### src/rtl/pipeline_stall_ctrl.sv
// Stall/flush sequencer for the 5-stage pipeline: merges load-use, taken-branch
// and data-memory wait events into one set of pipeline-register controls.
module pipeline_stall_ctrl #(
  parameter int LU_STALL = 1,
  parameter int TIMEOUT  = 64,
  parameter int CNT_W    = 16
) (
  input  logic             clk_i,
  input  logic             rst_i,
  input  logic             load_use_i,
  input  logic             branch_taken_i,
  input  logic             dmem_req_i,
  input  logic             dmem_ack_i,
  output logic             pc_write_o,
  output logic             ifid_write_o,
  output logic             ifid_flush_o,
  output logic             idex_flush_o,
  output logic             exmem_hold_o,
  output logic             memwb_bubble_o,
  output logic             err_o,
  output logic [CNT_W-1:0] stall_cnt_o
);

  typedef enum logic [1:0] {
    RUN      = 2'd0,
    LD_STALL = 2'd1,
    MEM_WAIT = 2'd2
  } state_t;

  localparam logic [3:0]  LU_INIT = 4'(LU_STALL - 1);
  localparam logic [15:0] TO_VAL  = 16'(TIMEOUT);

  state_t            state_q, state_d;
  logic [3:0]        lu_cnt_q, lu_cnt_d;
  logic [15:0]       wait_cnt_q, wait_cnt_d;
  logic [15:0]       wait_inc;
  logic              err_q, err_d;
  logic [CNT_W-1:0]  stall_cnt_q;

  logic mem_stall;
  logic do_freeze;
  logic do_branch;
  logic do_lu;

  assign mem_stall = dmem_req_i & ~dmem_ack_i;
  assign wait_inc  = wait_cnt_q + 16'd1;

  always_comb begin
    state_d    = state_q;
    lu_cnt_d   = lu_cnt_q;
    wait_cnt_d = wait_cnt_q;
    err_d      = err_q;
    do_freeze  = 1'b0;
    do_branch  = 1'b0;
    do_lu      = 1'b0;

    case (state_q)
      MEM_WAIT: begin
        // Frozen pipeline: branch and load-use are re-presented after release.
        do_freeze = 1'b1;
        if (dmem_ack_i) begin
          state_d    = RUN;
          wait_cnt_d = 16'd0;
        end else if (wait_inc == TO_VAL) begin
          err_d      = 1'b1;
          state_d    = RUN;
          wait_cnt_d = 16'd0;
        end else begin
          wait_cnt_d = wait_inc;
        end
      end

      LD_STALL: begin
        if (mem_stall) begin
          do_freeze  = 1'b1;
          state_d    = MEM_WAIT;
          wait_cnt_d = 16'd1;
          lu_cnt_d   = 4'd0;
        end else if (branch_taken_i) begin
          do_branch = 1'b1;
          state_d   = RUN;
          lu_cnt_d  = 4'd0;
        end else begin
          do_lu    = 1'b1;
          lu_cnt_d = lu_cnt_q - 4'd1;
          if (lu_cnt_q <= 4'd1) begin
            state_d  = RUN;
            lu_cnt_d = 4'd0;
          end
        end
      end

      // RUN, and any unknown encoding, behaves as RUN.
      default: begin
        state_d = RUN;
        if (mem_stall) begin
          do_freeze  = 1'b1;
          state_d    = MEM_WAIT;
          wait_cnt_d = 16'd1;
        end else if (branch_taken_i) begin
          do_branch = 1'b1;
        end else if (load_use_i) begin
          do_lu = 1'b1;
          if (LU_STALL > 1) begin
            state_d  = LD_STALL;
            lu_cnt_d = LU_INIT;
          end
        end
      end
    endcase
  end

  assign pc_write_o     = ~(do_freeze | do_lu);
  assign ifid_write_o   = ~(do_freeze | do_lu);
  assign ifid_flush_o   = do_branch;
  assign idex_flush_o   = do_branch | do_lu;
  assign exmem_hold_o   = do_freeze;
  assign memwb_bubble_o = do_freeze;
  assign err_o          = err_q;
  assign stall_cnt_o    = stall_cnt_q;

  always_ff @(posedge clk_i or negedge rst_i) begin
    if (!rst_i) begin
      state_q     <= RUN;
      lu_cnt_q    <= 4'd0;
      wait_cnt_q  <= 16'd0;
      err_q       <= 1'b0;
      stall_cnt_q <= '0;
    end else begin
      state_q    <= state_d;
      lu_cnt_q   <= lu_cnt_d;
      wait_cnt_q <= wait_cnt_d;
      err_q      <= err_d;
      if (!pc_write_o && (stall_cnt_q != {CNT_W{1'b1}})) begin
        stall_cnt_q <= stall_cnt_q + CNT_W'(1);
      end
    end
  end

endmodule

### config.mk
export PLATFORM = sky130hd
export DESIGN_NAME = pipeline_stall_ctrl
export DESIGN_NICKNAME = d
export VERILOG_FILES = /design/src/rtl/pipeline_stall_ctrl.sv
export SDC_FILE = /design/constraint.sdc
export NUM_CORES = 1
export LEC_CHECK = 0
export CAP_MARGIN = 20
export CORE_MARGIN = 5
export CORE_UTILIZATION = 48
export CTS_BUF_LIST = sky130_fd_sc_hd__clkbuf_16
export DETAILED_ROUTE_END_ITERATION = 8
export HOLD_SLACK_MARGIN = 0.05
export PLACE_DENSITY = 0.77
export SLEW_MARGIN = 10
export SYNTH_ARGS = -nofsm -noshare
export SYNTH_HDL_FRONTEND = slang
export SYNTH_SLANG_ARGS = --single-unit
### constraint.sdc
create_clock -name clk_i -period 2.37 [get_ports clk_i]
set_input_delay 0.3555 -clock clk_i [delete_from_list [all_inputs] [get_ports clk_i]]
set_output_delay 0.3555 -clock clk_i [all_outputs]
set_load 0.005 [all_outputs]
==> summary.md, run 1 <==
| Metric | Value |
|---|---|
| HP Class | `flip-flop to flip-flop` |
| Share of power burned in registers | `0.441` |
| Synthesized instance count | `209` |
| First-pass GRT wire length | `8270 µm` |
| Vias in the first global route | `1765` |
| PwrDens | `618 nW/µm²` |
| Startpoint Class | `flip-flop` |
| Total GRT Usage | `0.200` |
| Comb power frac | `0.210` |
| Post-DRT Antenna Nets | `0` |
| Initial DRC Count | `112` |
| Switch share | `0.270` |
| Worst vdd ir | `0.546 mV` |
| Die width | `73.1 µm` |
| LEAKAGE | `1.20 nW` |
| Register bit total from synthesis | `34` |
| Worst Hold Depth | `1` |
| Net count after synthesis | `217` |
| Fillers | `289` |
| Die area | `5350 µm²` |
| I/O pins | `29` |
| Pin count of the biggest net entering global routing | `35` |
| Setup crit end | `wait_cnt_q[4]` |
| Tcrit/Tclk final | `0.980` |
| Initial Util | `0.485` |
| Delay-heaviest family, CP | `compound AO/OA/AOI/OAI gates` |
| Via density | `5.85` |
| RR Startpoint | `wait_cnt_q[3]` |
| Kind of critical path | `flip-flop to flip-flop` |
| Seq. cell area | `855 µm²` |
| Portion of total power attributed to the clock network | `0.350` |
| Worst slew margin | `0.656` |
| # setup viols final | `0` |
| Crit Path Max Fanout | `8` |
| Worst path required time | `2.53 ns` |
| PortBufs | `28` |
| Slew @ Worst Pin | `0.515 ns` |
| Max Buffers Root-to-Sink | `2` |
| CP max stage cell | `dfrtp_2` |
| Largest stage delay, worst path | `0.43 ns` |
| Layout Cells excl Fill | `319` |
| Multiplexer area fraction after synthesis | `0.00589` |
| Clk root buf | `clkbuf_16` |
| Initial antenna violation count | `0` |
| Int Power | `1.23 mW` |
| Cell Area, Synth | `1910 µm²` |
| Crit path cell chain | `nand3_2, or3_4, a2111oi_4, o211ai_1, buf_4, o31ai_4, buf_6, o21ai_0, a21o_1` |
| Remaining global-route overflow | `0` |
| Commonest non-fill, non-tap cell in the layout | `buf_4` |
| Arrival time worst endpoint | `2.49 ns` |
| Area of the multi-input gates | `1100 µm²` |
| Synth Area in Adders | `0.0131` |
| Internal reg-to-reg setup slack | `0.05 ns` |
| Run status | `finished, final reports clean` |
| Routability Congestion | `0.967` |
| Compound-Gate Fraction of Synth Area | `0.167` |
| Routed via count | `1867` |
| Synth-to-Final Area Change | `42.8%` |
| Xor/xnor share of the synthesized area | `0.0733` |
| Yosys cell types | `45` |
| DRC | `0` |
| CP bufs+invs | `2` |
| Mean post-synth cell area | `9.15 µm²` |
| Hpwl dp | `3380 µm` |
| Core Area | `3940 µm²` |
| Yosys warns | `0` |
| Min Tclk post-route | `2.32 ns` |
| CTS tree | `built` |
| 1st-pass router iterations | `5` |
| Commonest cells after routing, fill and taps aside | `buf_4 (34), dfrtp_1 (31), clkdlybuf4s50_1 (28)` |
| Seq/Total Area, Yosys | `0.445` |
| Placed cells | `306` |
| Net Switching | `0.457 mW` |
| Layout cells sized above 1 | `0.242` |
| Cells on worst reg2reg path | `9` |
| Layout Skew | `0.00311 ns` |
| Hold_ws | `0.476 ns` |
| Number of max-cap violations | `0` |
| Overall power | `1.69 mW` |
| Nets | `278` |
| Final count of hold timing violations | `0` |
| H-tree Lvls | `2` |
| Fin. max-slew vios | `0` |
| CTS Sinks | `34` |
| Max Clock Freq | `431 MHz` |
| Reg-to-reg critical path endpoint | `wait_cnt_q[4]` |
| Worst path depth | `9` |
| Worst setup path startpoint | `wait_cnt_q[3]` |
| Reg clk slew, reported paths | `0.05 ns` |
| Largest family of logic cells by synthesized area | `simple AND/OR/NAND/NOR gates` |
| WL/cell | `16.3 µm` |
| Worst-Skew Late Latency | `0.28 ns` |
| Num CTS Buffers | `5` |
| # rows | `23` |
| Critical Path Sink Type | `flip-flop` |
| Antenna Cells | `0` |
| Simple-Gate Fraction of Synth Area | `0.255` |
| Final wirelength | `5180 µm` |
| Die height | `73.1 µm` |
## cell families (layout without fill, tap and decap cells)
group / Yosys count / in the layout
XOR/XNOR: 16 / 16
AND/OR/NAND/NOR: 94 / 94
flip-flops: 34 / 34
buffers and inverters: 17 / 77
AO/OA/AOI/OAI: 45 / 45
multiplexers: 1 / 1
adder cells (fa/ha/maj): 2 / 2
## power by group through the flow
| stage | registers [mW] | clock network, mW | logic [mW] |
|---|---|---|---|
| after floorplan | 0.735 | 0 | 0.138 |
| after global placement | 0.738 | 0 | 0.329 |
| after detailed placement | 0.740 | 0 | 0.337 |
| after CTS | 0.734 | 0.604 | 0.346 |
| after global routing | 0.757 | 0.632 | 0.393 |
| final | 0.744 | 0.590 | 0.354 |
## repair_timing
action / 4_1_cts / 5_1_grt
pin swaps: 3 / 6
endpoints found under the setup margin: 7 / 10
buffers inserted: 2 / 5
resized for setup: 7 / 19
hold buffers: 0 / 0
## worst min path at each step
stage          endpoint   from  slack (ns)
5_1_grt           err_o  err_o        0.51
3_5_place_dp      err_o  err_o        0.46
2_1_floorplan     err_o  rst_i        0.06
6_report          err_o  err_o        0.48
3_3_place_gp      err_o  err_o        0.46
4_1_cts           err_o  err_o        0.48
## state kept, by name, summed over array words and instances (netlist names)
| register | cells |
|---|---|
| stall_cnt_o | 16 |
| wait_cnt_q | 16 |
| err_o | 1 |
| state_q | 1 |
## layout make-up
cell class                 instances  area share
multi-input combinational        158       0.403
sequential                        34       0.313
timing repair buffer              64       0.204
clock buffer                       5      0.0458
tap                               50      0.0229
inverter                           7     0.00962
clock inverter                     1     0.00137
## synthesized netlist by cell type, drive strengths merged
master	count	area, µm²
dfrtp	34	851
nand2	26	97.6
o21ai	18	93.8
nand3	15	75.1
nor2	15	56.3
xnor2	12	105
nor3	9	45.0
inv	7	26.3
buf	6	35.0
a21o	5	37.5
nand4	5	37.5
a31oi	4	25.0
clkbuf	4	16.3
o31ai	4	43.8
or3	4	30.0
xor2	4	35.0
and2	3	18.8
and3	3	18.8
nor3b	3	22.5
nor4	3	18.8
a21oi	2	10.0
a41o	2	20.0
and4	2	17.5
ha	2	25.0
nor4b	2	17.5
o211ai	2	15.0
or4	2	18.8
a2111oi	1	15.0
a211oi	1	7.51
a32o	1	10.0
a41oi	1	8.76
mux2	1	11.3
nand3b	1	7.51
nor2b	1	6.26
o21bai	1	7.51
o311ai	1	8.76
o31a	1	8.76
o41ai	1	8.76
## per-layer routing
layer | wire length [µm] | global-route usage
met1 | 2150 | 0.248
met2 | 2650 | 0.328
met3 | 275 | 0.0482
met4 | 103 | 0.0922
met5 | 0 | 0
## through the flow
stage	util	area (µm²)	setup TNS (ns)	setup slack [ns]
6_report	0.693	2730	0	0.0481
3_5_place_dp	0.614	2420	-0.160	-0.0453
2_1_floorplan	-	1910	0	0.0923
3_3_place_gp	0.614	2420	-0.0790	-0.0185
4_1_cts	0.658	2590	0	0.000648
5_1_grt	0.693	2730	-0.129	-0.0444
Power figures use the tool's default switching activity.
==> run 2: changes to the inputs <==
--- a/config.mk
+++ b/config.mk
@@ -9,6 +9,7 @@
 export CORE_MARGIN = 5
 export CORE_UTILIZATION = 48
 export CTS_BUF_LIST = sky130_fd_sc_hd__clkbuf_16
+export CTS_CLUSTER_SIZE = 24
 export DETAILED_ROUTE_END_ITERATION = 8
 export HOLD_SLACK_MARGIN = 0.05
 export PLACE_DENSITY = 0.77
==> results of run 2 <==
The final DEF is identical to that of run 1; final timing and power are the same.
==> run 3: changes to the inputs <==
--- a/config.mk
+++ b/config.mk
@@ -13,6 +13,7 @@
 export DETAILED_ROUTE_END_ITERATION = 8
 export HOLD_SLACK_MARGIN = 0.05
 export PLACE_DENSITY = 0.77
+export RECOVER_POWER = 50
 export SLEW_MARGIN = 10
 export SYNTH_ARGS = -nofsm -noshare
 export SYNTH_HDL_FRONTEND = slang
==> summary.md, run 3 (synthesis results as in run 1) <==
| Metric | Value |
|---|---|
| Antenna Cells | `0 (unchanged)` |
| Initial DRC Count | `141 (was 112)` |
| WL/cell | `16.4 µm (was 16.3 µm)` |
| Run status | `finished, final reports clean (unchanged)` |
| Fin. max-slew vios | `0 (unchanged)` |
| Final count of hold timing violations | `0 (unchanged)` |
| Fillers | `290 (was 289)` |
| Remaining global-route overflow | `0 (unchanged)` |
| Largest stage delay, worst path | `0.43 ns (about the same)` |
| Via density | `5.88 (was 5.85)` |
| Die area | `5350 µm² (unchanged)` |
| Kind of critical path | `flip-flop to flip-flop (unchanged)` |
| Layout Cells excl Fill | `319 (unchanged)` |
| LEAKAGE | `1.22 nW (was 1.20 nW)` |
| CTS Sinks | `34 (unchanged)` |
| CP bufs+invs | `2 (unchanged)` |
| CTS tree | `built (unchanged)` |
| # rows | `23 (unchanged)` |
| Worst slew margin | `0.437 (was 0.656)` |
| Cells on worst reg2reg path | `9 (unchanged)` |
| Layout Skew | `0.00269 ns (was 0.00311 ns)` |
| Switch share | `0.271 (was 0.270)` |
| Max Buffers Root-to-Sink | `2 (unchanged)` |
| Portion of total power attributed to the clock network | `0.351 (was 0.350)` |
| Worst path required time | `2.53 ns (about the same)` |
| # setup viols final | `0 (unchanged)` |
| Nets | `278 (unchanged)` |
| Worst-Skew Late Latency | `0.28 ns (about the same)` |
| Initial antenna violation count | `0 (unchanged)` |
| Final wirelength | `5220 µm (was 5180 µm)` |
| Vias in the first global route | `1765 (unchanged)` |
| Int Power | `1.23 mW (about the same)` |
| Placed Area | `2420 µm² (unchanged)` |
| Net Switching | `0.456 mW (was 0.457 mW)` |
| Final core occ | `0.692 (was 0.693)` |
| Min Tclk post-route | `2.33 ns (was 2.32 ns)` |
| DRC | `0 (unchanged)` |
| Clk root buf | `clkbuf_16 (unchanged)` |
| Comb power frac | `0.208 (was 0.210)` |
| Worst vdd ir | `0.545 mV (was 0.546 mV)` |
| Routability Congestion | `0.967 (unchanged)` |
| Crit Path Max Fanout | `8 (unchanged)` |
| Placed cells | `306 (unchanged)` |
| Max Clock Freq | `429 MHz (was 431 MHz)` |
| Num CTS Buffers | `5 (unchanged)` |
| Pin count of the biggest net entering global routing | `35 (unchanged)` |
| CP max stage cell | `dfrtp_2 (unchanged)` |
| Cts hold-fix bufs | `0 (unchanged)` |
| Arrival time worst endpoint | `2.49 ns (about the same)` |
| Critical Path Sink Type | `flip-flop (unchanged)` |
| PwrDens | `616 nW/µm² (was 618 nW/µm²)` |
| I/O pins | `29 (unchanged)` |
| Worst Hold Depth | `1 (unchanged)` |
| Initial Util | `0.485 (unchanged)` |
| Total GRT Usage | `0.200 (unchanged)` |
| Crit path cell chain | `nand3_2, or3_4, a2111oi_4, o211ai_1, buf_4, o31ai_4, buf_6, o21ai_0, a21o_1 (unchanged)` |
| Core Area | `3940 µm² (unchanged)` |
| Share of power burned in registers | `0.442 (was 0.441)` |
| Worst path depth | `9 (unchanged)` |
| Die height | `73.1 µm (unchanged)` |
| Number of max-cap violations | `0 (unchanged)` |
| HP Class | `flip-flop to flip-flop (unchanged)` |
| H-tree Lvls | `2 (unchanged)` |
| Final instance area | `2730 µm² (about the same)` |
| First-pass GRT wire length | `8270 µm (unchanged)` |
| Commonest cells after routing, fill and taps aside | `buf_4 (33), dfrtp_1 (31), nand2_1 (25) (was buf_4 (34), dfrtp_1 (31), clkdlybuf4s50_1 (28))` |
| Post-DRT Antenna Nets | `0 (unchanged)` |
| Commonest non-fill, non-tap cell in the layout | `buf_4 (unchanged)` |
| Layout cells sized above 1 | `0.242 (unchanged)` |
| PortBufs | `28 (unchanged)` |
| Hpwl dp | `3380 µm (unchanged)` |
| Synth-to-Final Area Change | `42.6% (was 42.8%)` |
| Reg clk slew, reported paths | `0.05 ns (about the same)` |
| Startpoint Class | `flip-flop (unchanged)` |
| Tcrit/Tclk final | `0.982 (was 0.980)` |
| 1st-pass router iterations | `5 (unchanged)` |
| Delay-heaviest family, CP | `compound AO/OA/AOI/OAI gates (unchanged)` |
| Die width | `73.1 µm (unchanged)` |
| Slew @ Worst Pin | `0.845 ns (was 0.515 ns)` |
| Routed via count | `1875 (was 1867)` |
## run 3: changes by cell type in the layout (fill, tap and decap cells not counted), sizes merged
cell           previous run  this run
clkbuf                    5         6
clkdlybuf4s50            28        19
buf                      36        35
dlygate4sd3               0         9
## run 3: power by group through the flow
stage	Combinational, mW	Clock [mW]	Sequential, mW
6_report	0.349	0.589	0.743
3_5_place_dp	0.337	0	0.740
4_1_cts	0.346	0.604	0.734
3_3_place_gp	0.329	0	0.738
5_1_grt	0.387	0.632	0.756
2_1_floorplan	0.138	0	0.735
## run 3: worst register-to-register path, stage by stage (launching register included)
cell and delay (ns):
dfrtp_2 0.43, nand3_2 0.15, or3_4 0.37, a2111oi_4 0.32, o211ai_1 0.12, buf_4 0.15, o31ai_4 0.22, buf_6 0.17
o21ai_0 0.09, a21o_1 0.19
## run 3: final timing paths
| kind | startpoint | to | slack, ns |
|---|---|---|---|
| max | wait_cnt_q[3] | wait_cnt_q[4] | 0.04 |
| min in group asynchronous | rst_i | wait_cnt_q[9] | 0.71 |
| min | err_o | err_o | 0.47 |
| min reg2reg | err_o | err_o | 0.47 |
| max in group asynchronous | rst_i | wait_cnt_q[3] | 1.07 |
| max reg2reg | wait_cnt_q[3] | wait_cnt_q[4] | 0.04 |
## run 3: metrics by stage
stage / hold WS [ns] / power (mW) / setup WS [ns] / TNS [ns]
6_report: 0.469 / 1.68 / 0.0415 / 0
5_1_grt: 0.505 / 1.77 / -0.0444 / -0.129
4_1_cts: 0.476 / 1.68 / 0.000648 / 0
3_5_place_dp: 0.461 / 1.08 / -0.0453 / -0.160
3_3_place_gp: 0.457 / 1.07 / -0.0185 / -0.0790
2_1_floorplan: 0.0599 / 0.873 / 0.0923 / 0
## run 3: cell type report
type | count | area, µm² | share of cell area
Timing Repair Buffer | 64 | 556 | 0.204
Multi-Input combinational cell | 158 | 1100 | 0.403
Clock inverter | 1 | 3.75 | 0.00138
Clock buffer | 5 | 125 | 0.0459
Sequential cell | 34 | 855 | 0.313
Tap cell | 50 | 62.6 | 0.0229
Inverter | 7 | 26.3 | 0.00963
## run 3: metal layers
layer / share of wire / track usage / up-vias
li1: - / - / 874
met5: 0 / 0 / -
met3: 0.054 / 0.0482 / 13
met1: 0.41 / 0.248 / 913
met4: 0.019 / 0.0922 / 0
met2: 0.52 / 0.328 / 75
## run 3: timing repair
action / CTS / global route
pin swaps: 3 / 6
setup buffers: 2 / 5
setup endpoints to repair: 7 / 10
resized for setup: 7 / 19
